## config.mk

```make
export PLATFORM = sky130hd
export DESIGN_NAME = draw_sched
export DESIGN_NICKNAME = d
export VERILOG_FILES = /design/src/rtl/draw_pkg.sv /design/src/rtl/draw_cmd_fifo.sv /design/src/rtl/draw_sched.sv
export SDC_FILE = /design/constraint.sdc
export NUM_CORES = 1
export LEC_CHECK = 0
export BUFFER_PORTS_ARGS = -buffer_cell sky130_fd_sc_hd__buf_2
export CAP_MARGIN = 40
export CORE_ASPECT_RATIO = 0.9
export CORE_MARGIN = 4
export CORE_UTILIZATION = 25
export DETAILED_ROUTE_END_ITERATION = 8
export PLACE_DENSITY = 0.52
export SLEW_MARGIN = 15
export SYNTH_ARGS = -nofsm -noshare
export SYNTH_HDL_FRONTEND = slang
export SYNTH_SLANG_ARGS = --single-unit
```

## constraint.sdc

```tcl
create_clock -name clk -period 4 [get_ports clk]
set_clock_uncertainty 0.05 [all_clocks]
set_input_delay 1.2 -clock clk [delete_from_list [all_inputs] [get_ports clk]]
set_output_delay 1.2 -clock clk [all_outputs]
set_load 0.02 [all_outputs]
```

## src/rtl/draw_pkg.sv

```systemverilog
// Shared constants and types for the draw command scheduler.
package draw_pkg;

  localparam int unsigned FIFO_DEPTH = 4;
  localparam int unsigned CNT_W      = 3;

  // Command opcodes
  localparam logic [1:0] OP_NOP   = 2'b00;
  localparam logic [1:0] OP_POINT = 2'b01;
  localparam logic [1:0] OP_LINE  = 2'b10;
  localparam logic [1:0] OP_FILL  = 2'b11;

  // Scheduler FSM encodings
  localparam logic [1:0] ST_IDLE  = 2'd0;
  localparam logic [1:0] ST_ISSUE = 2'd1;
  localparam logic [1:0] ST_WAIT  = 2'd2;
  localparam logic [1:0] ST_POINT = 2'd3;

  typedef struct packed {
    logic [1:0] op;
    logic [7:0] x0;
    logic [7:0] y0;
    logic [7:0] x1;
    logic [7:0] y1;
    logic [3:0] color;
  } draw_cmd_t;

endpackage

```

## src/rtl/draw_cmd_fifo.sv

```systemverilog
// 4-entry command FIFO. Flush clears everything and overrides push and pop.
module draw_cmd_fifo
  import draw_pkg::*;
(
  input  logic             clk,
  input  logic             rst_n,
  input  logic             push,
  input  logic             pop,
  input  logic             flush,
  input  draw_cmd_t        wr_data,
  output draw_cmd_t        rd_data,
  output logic             full,
  output logic             empty,
  output logic [CNT_W-1:0] count
);

  localparam int unsigned AW = $clog2(FIFO_DEPTH);

  draw_cmd_t     mem [FIFO_DEPTH];
  logic [AW-1:0] wr_ptr;
  logic [AW-1:0] rd_ptr;
  logic          do_push;
  logic          do_pop;

  assign full    = (count == CNT_W'(FIFO_DEPTH));
  assign empty   = (count == '0);
  assign do_push = push && !full && !flush;
  assign do_pop  = pop && !empty && !flush;
  assign rd_data = mem[rd_ptr];

  // Pointer and occupancy tracking
  always_ff @(posedge clk) begin
    if (!rst_n || flush) begin
      wr_ptr <= '0;
      rd_ptr <= '0;
      count  <= '0;
    end else begin
      if (do_push) wr_ptr <= wr_ptr + 1'b1;
      if (do_pop)  rd_ptr <= rd_ptr + 1'b1;
      case ({do_push, do_pop})
        2'b10:   count <= count + 1'b1;
        2'b01:   count <= count - 1'b1;
        default: count <= count;
      endcase
    end
  end

  // Entry storage; contents are don't-care while unoccupied
  always_ff @(posedge clk) begin
    if (do_push) mem[wr_ptr] <= wr_data;
  end

endmodule

```

## src/rtl/draw_sched.sv

```systemverilog
// Draw command scheduler: queues commands, starts the line/fill engines,
// and forwards the selected engine's pixel stream to the framebuffer port.
module draw_sched
  import draw_pkg::*;
(
  input  logic       clk,
  input  logic       rst_n,
  input  logic       cmd_valid,
  output logic       cmd_ready,
  input  logic [1:0] cmd_op,
  input  logic [7:0] cmd_x0,
  input  logic [7:0] cmd_y0,
  input  logic [7:0] cmd_x1,
  input  logic [7:0] cmd_y1,
  input  logic [3:0] cmd_color,
  input  logic       flush,
  output logic [7:0] eng_x0,
  output logic [7:0] eng_y0,
  output logic [7:0] eng_x1,
  output logic [7:0] eng_y1,
  output logic       line_start,
  output logic       fill_start,
  input  logic       line_done,
  input  logic       fill_done,
  input  logic [7:0] line_px,
  input  logic [7:0] line_py,
  input  logic [7:0] fill_px,
  input  logic [7:0] fill_py,
  input  logic       line_pv,
  input  logic       fill_pv,
  output logic [7:0] pix_x,
  output logic [7:0] pix_y,
  output logic [3:0] pix_color,
  output logic       pix_we,
  output logic       sched_busy,
  output logic [2:0] cmd_count
);

  logic [1:0] state;
  draw_cmd_t  cur;
  draw_cmd_t  head;
  draw_cmd_t  in_cmd;
  logic       fifo_full;
  logic       fifo_empty;
  logic       push;
  logic       pop;
  logic       sel_line;
  logic       sel_pv;
  logic       sel_done;
  logic [7:0] sel_px;
  logic [7:0] sel_py;

  assign in_cmd    = '{op: cmd_op, x0: cmd_x0, y0: cmd_y0, x1: cmd_x1, y1: cmd_y1, color: cmd_color};
  assign cmd_ready = !fifo_full && !flush;
  assign push      = cmd_valid && cmd_ready;
  assign pop       = (state == ST_IDLE) && !fifo_empty && !flush;

  draw_cmd_fifo u_fifo (
    .clk     (clk),
    .rst_n   (rst_n),
    .push    (push),
    .pop     (pop),
    .flush   (flush),
    .wr_data (in_cmd),
    .rd_data (head),
    .full    (fifo_full),
    .empty   (fifo_empty),
    .count   (cmd_count)
  );

  // Only the engine owning the current command is listened to
  assign sel_line = (cur.op == OP_LINE);
  assign sel_pv   = sel_line ? line_pv   : fill_pv;
  assign sel_done = sel_line ? line_done : fill_done;
  assign sel_px   = sel_line ? line_px   : fill_px;
  assign sel_py   = sel_line ? line_py   : fill_py;

  assign line_start = (state == ST_ISSUE) && (cur.op == OP_LINE);
  assign fill_start = (state == ST_ISSUE) && (cur.op == OP_FILL);
  assign eng_x0     = cur.x0;
  assign eng_y0     = cur.y0;
  assign eng_x1     = cur.x1;
  assign eng_y1     = cur.y1;
  assign sched_busy = (state != ST_IDLE) || !fifo_empty;

  // Command sequencing FSM and current-command capture
  always_ff @(posedge clk) begin
    if (!rst_n) begin
      state <= ST_IDLE;
      cur   <= '0;
    end else begin
      case (state)
        ST_IDLE: begin
          if (pop) begin
            cur <= head;
            case (head.op)
              OP_NOP:   state <= ST_IDLE;
              OP_POINT: state <= ST_POINT;
              default:  state <= ST_ISSUE;
            endcase
          end
        end
        ST_ISSUE: state <= ST_WAIT;
        ST_WAIT:  if (sel_done) state <= ST_IDLE;
        ST_POINT: state <= ST_IDLE;
        default:  state <= ST_IDLE;
      endcase
    end
  end

  // Registered framebuffer write port; coordinates hold between writes
  always_ff @(posedge clk) begin
    if (!rst_n) begin
      pix_we    <= 1'b0;
      pix_x     <= '0;
      pix_y     <= '0;
      pix_color <= '0;
    end else begin
      pix_we <= 1'b0;
      if (state == ST_WAIT && sel_pv) begin
        pix_we    <= 1'b1;
        pix_x     <= sel_px;
        pix_y     <= sel_py;
        pix_color <= cur.color;
      end else if (state == ST_POINT) begin
        pix_we    <= 1'b1;
        pix_x     <= cur.x0;
        pix_y     <= cur.y0;
        pix_color <= cur.color;
      end
    end
  end

endmodule

```

==> flow_summary.yaml <==
status:
  status: "completed"
layout:
  fill_cells: 3425
  layout_common_cells: "152 x edfxtp_1, 137 x buf_2, 99 x nand2_1"
  syn_to_final_growth_pct: 21.1
  multi_input_area_sq_um: 2210
  drive_gt1_share_pct: 34.2
  diodes: 0
  nets: 776
  final_common_cell: "edfxtp_1"
  regArea_sq_um: 5970
sta:
  fin_setup_tns_ns: 0
  timing.fmax_ghz: 0.327
  worst_pin_slew_ns: 0.742
  period_share_pct: 76.5
  maxSlewHeadroom_pct: 50.5
  setup_viol_count_final: 0
  drv_slew: 0
  whs_ns: 0.402
  rsz0062_at_grt: "false"
  hold_violations: 0
  fin_crit_ns: 3.06
synthesis:
  synth-edff-count: 152
  ys_seq_area_share_pct: 69.2
  syn-num-nets: 657
  ys.flop_type: "edfxtp_1"
  ys_ff_latch: 222
  netlist-cell-type-count: 41
  synth_largest_area_cell: "edfxtp_1"
  yosysTopAreaCellShare_pct: 52.9
  syn_area_per_cell_sq_um: 15.1
  synth_area_sq_um: 8630
  async_flop_share_pct: 0
  synthTopCellsByArea: "edfxtp_1 53%, dfxtp_1 16%, mux4_2 9.9%, nand2_1 4.4%, buf_4 3.1%"
  yosysWarnings: 0
  synth_cells: 573
routing:
  wl_per_cell_microns: 18.1
  drtIter0Drc: 303
  routed_wl_mm: 21.2
  dr.pass1.iters: 5
  drc: 0
  vias: 5063
  via_per_inst: 4.32
  drtAntennaViolNets: 0
clock_network:
  post_cts_resized: 0
  cts_max_level: 1
  cts.clk_slew.worst_paths_ns: 0.06
  ctsHoldBuffers: 0
  clock_path_buffers: 3
  cts_tree: "done"
  clockRootBuffer: "clkbuf_16"
  numCtsBuffers: 25
  clk_latency_ns: 0.52
  post_cts_buffers: 0
  cts_sinks: 222
worst_setup_path:
  r2r-end: "pix_x[6]"
  crit_path_start_kind: "register"
  slowest_stage: "or3_1"
  end_kind: "primary output"
  critPathRequiredTime_ns: 2.75
  r2r_setup_slack_ns: 1.67
  worstPathMaxFanout: 5
  crit_top_cell: "or3_1"
  rr_startpoint: "cur[37]"
  rr_worst_depth: 6
  worstPathCellList: "or3_1, or3_1, buf_2"
  crit_type: "reg2out"
  cpLargestDelayFamily: "simple AND/OR/NAND/NOR gates"
  crit_arrival_ns: 1.81
  cp.depth: 3
  critPathBufInv: 1
  slowest_delay_ns: 0.46
hold_path:
  hold_depth: 2
  hp-start: "eng_x1[3]"
  hold_path.class: "reg2reg"
  hold_end: "eng_x1[3]"
placed_design:
  gp_congestion: 0.701
  dp_hpwl_mm: 14.5
  io_buffer_count: 137
job:
  maxCapViolations: 0
global_route:
  grt_pass1_vias: 5244
  grt_pass1_wl_mm: 32.4
  grt_usage_pct: 11.1
  grt_overflow: 0
  grt_max_degree: 40
  antenna_found_initial: 4
floorplanning:
  die_w_microns: 204
  core_area_sq_um: 34000
  dieHeight_microns: 184
  die_area_sq_um: 37500
  rows: 64
  ios: 138
  start_util_pct: 25.3
pwr:
  p_leak_uw: 0.00363
  p_per_area_nw_per_um2: 471
  ir_worst_vdd_mv: 0.247
[per-stage QoR]
stage          instance area (sq um)  instances  power [uW]  setup WS, ns  utilization [%]
2_1_floorplan                   8630        573        2660         0.879                -
3_3_place_gp                    9580       1122        2750          1.04             28.2
3_5_place_dp                    9640       1126        2760         0.975             28.3
4_1_cts                        10400       1172        4990         0.909             30.7
5_1_grt                        10400       1173        5100         0.850             30.7
6_report                       10400       1173        4920         0.939             30.7
[area by class of cell]
| cell class | count | share of cell area, % |
|---|---|---|
| Clock buffer | 35 | 6.63 |
| Clock inverter | 11 | 1.02 |
| Inverter | 9 | 0.323 |
| Multi-Input combinational cell | 279 | 21.2 |
| Sequential cell | 222 | 57.1 |
| Tap cell | 462 | 5.53 |
| Timing Repair Buffer | 155 | 8.15 |
[worst min-delay path, cell delays in order (launching register included)]
cell and delay [ns]:
dfxtp_1 0.30, nand2_1 0.05, a21oi_1 0.05
[metal layers]
metal	track usage [%]	part of all wire, %
met1	15.7	47
met2	17.5	44
met3	2.78	6.5
met4	2.43	1.8
met5	0	0.24
[power breakdown]
part           switching, uW  internal, uW
sequential              17.1          2490
combinational            120          80.3
clock                    884          1330
[cell families after synthesis]
kind of cell | Yosys count | synth area share (%)
flops | 222 | 69.2
simple gates | 146 | 7.47
compound gates | 78 | 6.03
buf+inv | 72 | 5.25
mux | 44 | 10.6
fa+ha+maj | 6 | 0.957
xor+xnor | 5 | 0.508
[state kept, by name, summed over array words and instances, names as in the netlist, named ones only]
register       flops
cur                6
eng_x0             8
eng_x1             8
eng_y0             8
eng_y1             8
pix_color          4
pix_we             1
pix_x              8
pix_y              8
state              2
u_fifo.count       3
u_fifo.mem       152
u_fifo.rd_ptr      2
u_fifo.wr_ptr      2
[cells in the mapped netlist, types with 6 or more instances]
master and count:
nor2b_1 8, nand2_1 100, inv_1 7, a222oi_1 10, edfxtp_1 152, mux2i_1 6
nor2_1 18, a311oi_1 6, a21oi_1 51, buf_2 8, mux4_2 38, a2111oi_0 6
dfxtp_1 70, buf_4 36, clkbuf_1 11
[worst max-delay path by stage]
stage | from | end
after floorplan | flush | u_fifo.count[2]
after CTS | u_fifo.count[0] | sched_busy
final | u_fifo.count[0] | sched_busy
after global routing | u_fifo.count[0] | sched_busy
after global placement | flush | u_fifo.count[2]
after detailed placement | flush | u_fifo.count[2]
Power figures use the tool's default switching activity.
